File: config.mk
export PLATFORM = sky130hd
export DESIGN_NAME = bus_arbiter
export DESIGN_NICKNAME = d
export VERILOG_FILES = /design/src/rtl/bus_arbiter.sv
export SDC_FILE = /design/constraint.sdc
export NUM_CORES = 1
export LEC_CHECK = 0
export ABC_AREA = 1
export ABC_CLOCK_PERIOD_IN_PS = 1010
export CORE_UTILIZATION = 35
export DETAILED_ROUTE_END_ITERATION = 10
export PLACE_DENSITY = 0.61
export SLEW_MARGIN = 40
export SYNTH_ARGS = -nofsm -noshare
export SYNTH_HDL_FRONTEND = slang
export SYNTH_SLANG_ARGS = --single-unit
File: constraint.sdc
create_clock -name CPUCLK_IN -period 1.01 [get_ports CPUCLK_IN]
set_input_delay 0.202 -clock CPUCLK_IN [delete_from_list [all_inputs] [get_ports CPUCLK_IN]]
set_output_delay 0.202 -clock CPUCLK_IN [all_outputs]
set_load 0.02 [all_outputs]
File: src/rtl/bus_arbiter.sv
// bus_arbiter: 68000 BR/BG/BGACK bus arbiter with round-robin one-hot grants and bounded tenure chaining.
// Optional feature: define ARB_TIMEOUT_EN to revoke tenures that last HOLD_MAX cycles and mask the
// revoked requester until it drops its request; undefined, tenures are unbounded and TIMEOUT is 0.
module bus_arbiter #(
    parameter int NREQ      = 2,
    parameter int MAX_CHAIN = 4,
    parameter int HOLD_MAX  = 64
) (
    input  logic            CPUCLK_IN,
    input  logic            RESET_IN,
    input  logic [NREQ-1:0] REQ_IN,
    input  logic            BG_IN,
    input  logic            AS_IN,
    input  logic            DTACK_IN,
    output logic            BR,
    output logic            BGACK,
    output logic [NREQ-1:0] GNT,
    output logic            BUSY,
    output logic            TIMEOUT
);
    localparam int PW = (NREQ > 1) ? $clog2(NREQ) : 1;
    localparam int CW = $clog2(MAX_CHAIN + 1);

    if (NREQ < 1 || NREQ > 8) begin : g_bad_nreq
        $error("bus_arbiter: NREQ must be 1..8");
    end
    if (MAX_CHAIN < 1) begin : g_bad_chain
        $error("bus_arbiter: MAX_CHAIN must be >= 1");
    end
    if (HOLD_MAX < 1) begin : g_bad_hold
        $error("bus_arbiter: HOLD_MAX must be >= 1");
    end

    typedef enum logic [2:0] {IDLE, REQUEST, OWN, HANDOFF, RELEASE} state_t;

    state_t          state, next_state;
    logic [PW-1:0]   ptr;
    logic [PW-1:0]   win;
    logic [NREQ-1:0] win_oh;
    logic [NREQ-1:0] owner_oh;
    logic [NREQ-1:0] mask;
    logic [NREQ-1:0] elig;
    logic [NREQ-1:0] others;
    logic [CW-1:0]   chain_cnt;
    logic            timeout_hit;
    logic            owner_done;
    logic            bus_free;
    logic            enter_own;
    logic            br_d, bgack_d, busy_d;
    logic [NREQ-1:0] gnt_d;

    // First eligible index strictly after p, wrapping; p itself is checked last.
    function automatic logic [PW-1:0] next_winner(input logic [NREQ-1:0] e, input logic [PW-1:0] p);
        int idx;
        next_winner = p;
        for (int i = NREQ; i >= 1; i--) begin
            idx = (int'(p) + i) % NREQ;
            if (e[idx]) next_winner = PW'(idx);
        end
    endfunction

    assign elig      = REQ_IN & ~mask;
    assign win       = next_winner(elig, ptr);
    assign win_oh    = NREQ'(1) << win;
    assign owner_oh  = NREQ'(1) << ptr;
    assign others    = elig & ~owner_oh;
    assign bus_free  = BG_IN && !AS_IN && !DTACK_IN;
    assign owner_done = !REQ_IN[ptr] || timeout_hit;
    assign enter_own = next_state == OWN && state != OWN;

`ifdef ARB_TIMEOUT_EN
    localparam int TW = (HOLD_MAX > 1) ? $clog2(HOLD_MAX) : 1;
    logic [TW-1:0] tenure;

    assign timeout_hit = state == OWN && tenure == TW'(HOLD_MAX - 1) && REQ_IN[ptr];

    // Tenure counter, revoke mask (held until the requester lets go) and the one-cycle TIMEOUT pulse.
    always_ff @(posedge CPUCLK_IN) begin
        if (RESET_IN) begin
            tenure  <= '0;
            mask    <= '0;
            TIMEOUT <= 1'b0;
        end else begin
            tenure  <= (state == OWN) ? tenure + 1'b1 : '0;
            mask    <= (mask | (timeout_hit ? owner_oh : '0)) & REQ_IN;
            TIMEOUT <= timeout_hit;
        end
    end
`else
    assign timeout_hit = 1'b0;
    assign mask        = '0;
    assign TIMEOUT     = 1'b0;
`endif

    // State, pointer, chain count and registered outputs.
    always_ff @(posedge CPUCLK_IN) begin
        if (RESET_IN) begin
            state     <= IDLE;
            ptr       <= PW'(NREQ - 1);
            chain_cnt <= '0;
            BR        <= 1'b0;
            BGACK     <= 1'b0;
            GNT       <= '0;
            BUSY      <= 1'b0;
        end else begin
            state <= next_state;
            BR    <= br_d;
            BGACK <= bgack_d;
            GNT   <= gnt_d;
            BUSY  <= busy_d;
            if (enter_own) begin
                ptr       <= win;
                chain_cnt <= (chain_cnt == CW'(MAX_CHAIN)) ? chain_cnt : chain_cnt + 1'b1;
            end else if (state == RELEASE) begin
                chain_cnt <= '0;
            end
        end
    end

    // Next state; leaving OWN is the end-of-tenure decision between handoff and release.
    always_comb begin
        next_state = state;
        case (state)
            IDLE:    next_state = |elig ? REQUEST : IDLE;
            REQUEST: next_state = !(|elig) ? IDLE : bus_free ? OWN : REQUEST;
            OWN:     next_state = !owner_done ? OWN :
                                  (|others && chain_cnt < CW'(MAX_CHAIN)) ? HANDOFF : RELEASE;
            HANDOFF: next_state = |elig ? OWN : RELEASE;
            RELEASE: next_state = IDLE;
            default: next_state = IDLE;
        endcase
    end

    // Outputs for the state being entered, so they appear registered right after the transition edge.
    always_comb begin
        br_d    = next_state == REQUEST;
        bgack_d = next_state == OWN || next_state == HANDOFF;
        busy_d  = next_state == OWN;
        gnt_d   = (next_state != OWN) ? '0 : (state == OWN) ? GNT : win_oh;
    end
endmodule

* Word-level counts from Yosys, hierarchy flattened
Cells that the tools add are included.
Widths: inputs -> output; s select.
** Word-level totals
- Bits in registers :: 12
- Input port bits :: 7
- Output and inout port bits :: 6
- Logic and storage cells :: 64
** Operators by class
- Add/sub/neg operators :: 3
- Magnitude comparators :: 4
- Equal/unequal tests :: 11
- Shift operators :: 2
- Multiplexer cells :: 20
- Bitwise operators :: 4
- Reductions and logical operators :: 13
** Operator list (count)
- $mux 3 :: 6
- $eq 3x2->1 const B :: 4
- $pmux 3 s4 :: 1
- $mux 1 :: 11
- $eq 3x1->1 const B :: 2
- $eq 3x3->1 const B :: 2
- $lt 2x3->1 const B :: 2
- $ne 3x2->1 const B :: 2
- $reduce_or 2->1 :: 3
- $logic_and 1x1->1 :: 4
- $mux 2 :: 2
- $shl 1x1->2 const A :: 2
- $add 3x1->3 const B :: 1
- $logic_not 3->1 :: 1
- $lt 3x3->1 const B :: 1
- $add 1x1->1 const B :: 2
- $and 1x1->1 const A :: 2
- $and 2x2->2 :: 1
- $logic_not 1->1 :: 2
- $lt 1x2->1 const B :: 1
- $ne 2x2->1 const B :: 1
- $not 2->2 :: 1
- $reduce_and 2->1 :: 1
- $reduce_bool 2->1 :: 1
- $logic_or 1x1->1 :: 1

* Depth between registers and ports, before layout
Gate-level depths: netlist of the first run.
- Word-level depth :: 12
- Gate-level depth with buffers :: 8
- Gate-level depth less buffers :: 8

* Worst setup path before layout of the first run
Ideal clock, no wire load.
- Path kind :: reg-to-reg
- Start :: register chain_cnt[0]
- End :: register chain_cnt[2]
- Library setup time :: 0.113 ns
- Arrival time :: 0.930 ns
- Data required time :: 0.897 ns
- Setup slack :: -0.033 ns
- Stages on the path, launching flop included :: 9
- Buffers on the path :: 0
- Period minus slack after synthesis :: 1.043 ns
- Path through :: dfxtp_1 -> inv_1 -> ha_1 -> nand2_1 -> nand3_2 -> nand2_2 -> nand2_1 -> nand2_1 -> nor2_1
** On the way
- Word-level cells in the longest chain between the ends :: 9
- Elaborated cells between the ends (all ways) :: 14
- Those cells by class :: add/sub: 1; order compare: 1; eq/ne: 3; mux: 5; reduce/logical: 4
** Ends and longest elaborated chain
- start: declaration :: line 44 : logic [CW-1:0] chain_cnt;
- start signal: assignment :: line 113 : chain_cnt <= (chain_cnt == CW'(MAX_CHAIN)) ? chain_cnt : chain_cnt + 1'b1;
- $lt 3x3->1 :: line 127 : (|others && chain_cnt < CW'(MAX_CHAIN)) ? HANDOFF : RELEASE;
- $logic_and 1x1->1 :: line 127
- $mux 3 :: line 127
- $mux 3 :: line 126 : OWN: next_state = !owner_done ? OWN :
- $pmux 3 s4 :: line 123 : case (state)
- $eq 3x2->1 :: line 69 : assign enter_own = next_state == OWN && state != OWN;
- $logic_and 1x1->1 :: line 69
- $ne 2x2->1 (no source line) / $reduce_bool 2->1 (equally long branches)
- $reduce_and 2->1 (no source line)
Several ways; a longest one is shown, not always the timed one. The select of a mux whose other input is x is not followed.
A chain may end at the register's enable or synchronous reset.

* Worst setup path in the final report of the first run
- Start :: register state[2]
- End :: register GNT[1]
** On the way
- Word-level cells in the longest chain between the ends :: 4
- Elaborated cells between the ends (all ways) :: 7
- Those cells by class :: eq/ne: 4; mux: 1; reduce/logical: 2
** Ends and longest elaborated chain
- start: declaration :: line 36 : state_t state, next_state;
- start signal: assignment :: line 106 : state <= next_state;
- $eq 3x2->1 (tied with other cells) :: line 123
- $pmux 3 s4 :: line 123
- $ne 3x2->1 :: line 139 : gnt_d = (next_state != OWN) ? '0 : (state == OWN) ? GNT : win_oh;
- $reduce_or 2->1 (no source line)
- end signal: assignment :: line 109 : GNT <= gnt_d;
- end: declaration :: line 17 : output logic [NREQ-1:0] GNT,
Several ways; a longest one is shown, not always the timed one.

==> results of run 1 <==
==> kinds of logic after synthesis <==
family                     after synthesis  synth area share, %
AOI/OAI and AO/OA                        6                4.688
xor gates and xnor gates                 1                1.367
adders and majority gates                2                3.906
buffers and inverters                   17                10.55
DFF                                     12                37.50
other                                    1               0.5854
and+or+nand+nor                         55                41.41
==> metal layers <==
metal	share of wire, %	wire, um	up-vias
met5	0	0	-
met4	1.8	29	0
met3	5.8	91	6
met2	50	784	25
met1	43	675	296
li1	-	-	340
==> worst register-to-register path, delay by kind of cell (launching register included) <==
family / cells / cell delay, ps
buffers and inverters: 1 / 80
flip-flops: 1 / 340
AND/OR/NAND/NOR: 7 / 620
==> layout by cell type (no fill, tap or decap), drive strengths merged <==
| cell | n |
|---|---|
| nand2 | 28 |
| buf | 19 |
| inv | 16 |
| nor2 | 15 |
| dfxtp | 12 |
| nand3 | 11 |
| clkdlybuf4s50 | 4 |
| a21oi | 4 |
| clkbuf | 4 |
| dlygate4sd2 | 2 |
| o21ai | 2 |
| ha | 2 |
| nand4 | 1 |
| xor2 | 1 |
| conb | 1 |
==> through the flow <==
| step | TNS, ps | cells |
|---|---|---|
| 2_1_floorplan | 0 | 94 |
| 3_3_place_gp | -4948 | 138 |
| 3_5_place_dp | -5122 | 138 |
| 4_1_cts | -464.6 | 144 |
| 5_1_grt | -1189 | 147 |
| 6_report | -631.2 | 147 |
==> cell type report <==
type	count	area share (%)
multi-input cells	65	42.12
flip-flops and latches	12	24.91
repair buffers	25	20.27
inverters	16	6.105
clock buffers	4	3.541
well taps	25	3.053
==> power groups by stage <==
stage | clock network, mW | registers, mW | logic (mW)
2_1_floorplan | 0 | 0.524 | 0.107
3_3_place_gp | 0 | 0.517 | 0.202
3_5_place_dp | 0 | 0.518 | 0.204
4_1_cts | 0.392 | 0.509 | 0.205
5_1_grt | 0.418 | 0.512 | 0.293
6_report | 0.382 | 0.510 | 0.269
==> worst paths after layout <==
path | from | endpoint | cells past startpoint | slack, ps
min reg2reg | chain_cnt[1] | chain_cnt[1] | 2 | 490
max reg2reg | state[2] | GNT[1] | 8 | -120
min | REQ_IN[1] | state[2] | 4 | 430
max | state[2] | GNT[1] | 8 | -120
==> flip-flops by register name, indices dropped and copies added, names as in the netlist <==
register   count
BGACK          1
BR             1
BUSY           1
GNT            2
chain_cnt      3
ptr            1
state          3
==> Yosys cell counts, drive strengths merged <==
cell type / count / area (sq um)
nand4: 1 / 6.260
nand2: 28 / 112.6
ha: 2 / 25.02
dfxtp: 12 / 240.2
buf: 1 / 7.510
nor2: 15 / 76.32
o21ai: 2 / 10.01
nand3: 11 / 70.07
a21oi: 4 / 20.02
inv: 16 / 60.05
xor2: 1 / 8.760
conb: 1 / 3.750
==> repair_timing <==
item,4_1_cts,5_1_grt
pin swaps,7,14
gates resized for setup,30,33
buffers inserted,2,3
hold buffers,0,0
endpoints found under the setup margin,17,11
==> results.toml, run 1 <==
[layout]
syn2layout_area_growth_pct = 59.96
multiInputGateArea_sq_um = 431.7
post-route-util_pct = 59.35
seqCellArea_sq_um = 255.2
final_area_sq_um = 1025
drive_gt1_share_pct = 51.64
diodes = 0
fill_cells = 162
layout.nets = 132

[setup_path]
worstSetupPathType = "reg2reg"
required_ps = 1180
path_cells = "inv_4, nand2_4, nor2_4, nand2_2, nor2_4, nor2_4, nand3_2, nor2_1"
crit_path_end_kind = "flip-flop"
critPathMaxFanout = 4
cpPeakStageDelay_ps = 340
crit_family = "simple AND/OR/NAND/NOR gates"
cp_num_buf_inv = 1
crit_top_cell = "nor2_4"
start_kind = "flip-flop"
slowest_stage = "dfxtp_2"
cp.arrival_ps = 1300

[floorplanning]
die_area_sq_um = 2005
ios = 13
initial_utilization_pct = 37.10
core_area_sq_um = 1727
rows = 15
die_w_um = 44.78
fp.dieH_um = 44.78

[routing]
first_iter_violations = 15
first_pass_iters = 4
drt_wl_total_um = 1580
num_vias = 667
post_drt_wl_per_cell_um = 10.75
drc = 0
drt-vias-per-instance = 4.537
ant_nets = 0

[timing]
hold_viol = 0
rsz0062_at_grt = "true"
skew_ps = 3.426
setup_viol = 8
hold_ws_ps = 427.7
max_freq_mhz = 882.9
final-max-slew-violation-count = 0
min_period_ps = 1133
worst_slack_ps = -122.6
post-route-period-util_pct = 112.1

[power]
comb_power_share_pct = 23.2
peakVddDrop_uv = 753.0
p_total_mw = 1.161
power.density_nw_per_um2 = 1133
power.switching_mw = 0.3247
clkPwrFrac_pct = 32.9
swShare_pct = 27.97
seq_power_share_pct = 43.9
p_int_mw = 0.8362
leakagePower_nw = 0.4834

[cts]
clk_pin_slew_ps = 80
cts.path.max_buffers = 2
cts_inserted_buffers = 3
htree_levels = 1
cts_tree = "built"
root_buffer = "clkbuf_4"
cts.sinks = 12
clk_latency_ps = 270

[synth]
yosys_warnings = 0
syn_nets = 103
synth_seq_area_share_pct = 37.50
syn_inst = 94
netlist_area_sq_um = 640.6
synth_area_per_cell_sq_um = 6.815
synth.distinct_cells = 17
ys_seq_elements = 12

[global_routing]
grt_use_met3_pct = 6.400
antenna_found_initial = 0
grt_pass1_vias = 534
use_met1_pct = 20.79
grt_usage_pct = 16.58
grt_start_max_net_pins = 8
grt_pass1_wl_um = 2290
busiest_layer = "met2"
grt_util_met2_pct = 24.71
gr-total-overflow = 0

[placed_design]
place_area_sq_um = 848.3
gp_congestion = 0.8363
hpwl_um = 1024
place.port_buffers = 11
place_ws_ps = -489.0

[flow_run]
maxCapViolCount = 0

[min_path]
hp-class = "in2reg"

[outcome]
violations = "setup timing"
status = "complete, but fails checks"
Power figures use the tool's default switching activity.
==> run 2, diff against run 1 <==
--- a/config.mk
+++ b/config.mk
@@ -16 +16,2 @@
 export SYNTH_SLANG_ARGS = --single-unit
+export TNS_END_PERCENT = 1
==> constraint.sdc (replaced) <==
create_clock -name CPUCLK_IN -period 1.01 [get_ports CPUCLK_IN]
set_input_delay 0.303 -clock CPUCLK_IN [delete_from_list [all_inputs] [get_ports CPUCLK_IN]]
set_output_delay 0.303 -clock CPUCLK_IN [all_outputs]
set_load 0.02 [all_outputs]
==> results.toml, run 2 (synthesized netlist as in run 1, its figures left out) <==
[outcome]
status = "complete, but fails checks"
violations = "setup timing"

[timing]
post-route-period-util_pct = 113.5
hold_ws_ps = 503.5
hold_viol = 0
setup_viol = 14
worst_slack_ps = -135.9
final-max-slew-violation-count = 0
skew_ps = 5.027
max_freq_mhz = 872.7
min_period_ps = 1146
rsz0062_at_grt = "true"

[layout]
drive_gt1_share_pct = 56.10
fill_cells = 164
reg_top3 = "chain_cnt: 3 flops, state: 3 flops, GNT: 2 flops"
syn2layout_area_growth_pct = 65.82
final_area_sq_um = 1062
layout_commonest_cell = "nand2_1"
diodes = 0
layout.nets = 133
mostFrequentLayoutCells = "nand2_1, buf_4, inv_1"

[floorplanning]
die_area_sq_um = 2005
fp.dieH_um = 44.78
ios = 13
rows = 15
core_area_sq_um = 1727
initial_utilization_pct = 37.10
die_w_um = 44.78

[cts]
clk_pin_slew_ps = 80
ctsHoldBuffers = 0
cts.sinks = 12
cts.path.max_buffers = 2
clk_latency_ps = 280
cts_inserted_buffers = 3
root_buffer = "clkbuf_4"
htree_levels = 1
cts_tree = "built"

[setup_path]
start_kind = "flip-flop"
critPathMaxFanout = 5
path_cells = "inv_2, nand2_1, nand2_1, nand2_2, nor2_4, nor2_4, nand3_2, nor2_1"
required_ps = 1230
r2r_setup_slack_ps = -140
cp.arrival_ps = 1370
worstSetupPathType = "reg2reg"
cpPeakStageDelay_ps = 390
slowest_stage = "dfxtp_4"
crit_path_end_kind = "flip-flop"

[routing]
drc = 0
num_vias = 673
ant_nets = 0
first_pass_iters = 4
drt_wl_total_um = 1715
post_drt_wl_per_cell_um = 11.59
first_iter_violations = 22
drt-vias-per-instance = 4.547

[power]
leakagePower_nw = 0.4991
seq_power_share_pct = 43.4
comb_power_share_pct = 22.9
clkPwrFrac_pct = 33.7
power.switching_mw = 0.3410
peakVddDrop_uv = 708.0
power.density_nw_per_um2 = 1110
p_int_mw = 0.8385
swShare_pct = 28.91

[min_path]
hp-class = "reg2reg"

[placed_design]
hpwl_um = 1032
place_area_sq_um = 848.3
gp_congestion = 0.8363
place_ws_ps = -592.5
place.port_buffers = 11

[global_routing]
antenna_found_initial = 0
gr-total-overflow = 0
grt_usage_pct = 18.59
grt_pass1_wl_um = 2580
grt_pass1_vias = 611
grt_start_max_net_pins = 8

[flow_run]
maxCapViolCount = 0
run 2: final timing paths:
kind                                   start           end  cells after the start
worst min-delay path            chain_cnt[1]  chain_cnt[1]                      2
worst max register to register           ptr        GNT[0]                      8
worst max-delay path                     ptr        GNT[0]                      8
worst min register to register  chain_cnt[1]  chain_cnt[1]                      2
run 2: layout make-up:
class	instances	area, sq um	area share [%]
Multi-Input combinational cell	65	439.2	41.34
Sequential cell	12	260.3	24.50
Timing Repair Buffer	26	232.7	21.91
Inverter	16	62.56	5.889
Clock buffer	4	36.28	3.416
Tap cell	25	31.28	2.945
run 2: stage by stage:
stage	utilization, %	power [mW]	std cells	setup TNS [ps]
floorplan	-	0.6312	94	0
global placement	49.13	0.7192	138	-6665
detailed placement	49.13	0.7219	138	-6854
CTS	56.38	1.144	146	-517.8
global route	61.52	1.237	148	-1688
finish	61.52	1.180	148	-742.6
run 2: repair_timing:
action,CTS,global route
pin swaps,13,16
endpoints found under the setup margin,17,17
resized for setup,56,23
buffers inserted,4,2
run 2: routing by layer:
layer,GRT usage (%),wire length [um],vias up
li1,-,-,344
met1,20.79,686,299
met2,28.82,863,22
met3,7.200,95,8
met4,13.33,70,0
met5,0,0,-
run 2: power by group through the flow:
stage	combinational, mW	sequential (mW)	clock [mW]
detailed placement	0.204	0.518	0
floorplan	0.107	0.524	0
finish	0.270	0.512	0.397
global placement	0.202	0.517	0
global route	0.295	0.514	0.428
CTS	0.234	0.511	0.399
run 2: worst max-delay path: cells and delay by family (launching register included):
family,cells,cell delay [ps]
buf+inv,1,50
flops,1,390
simple gates,7,650
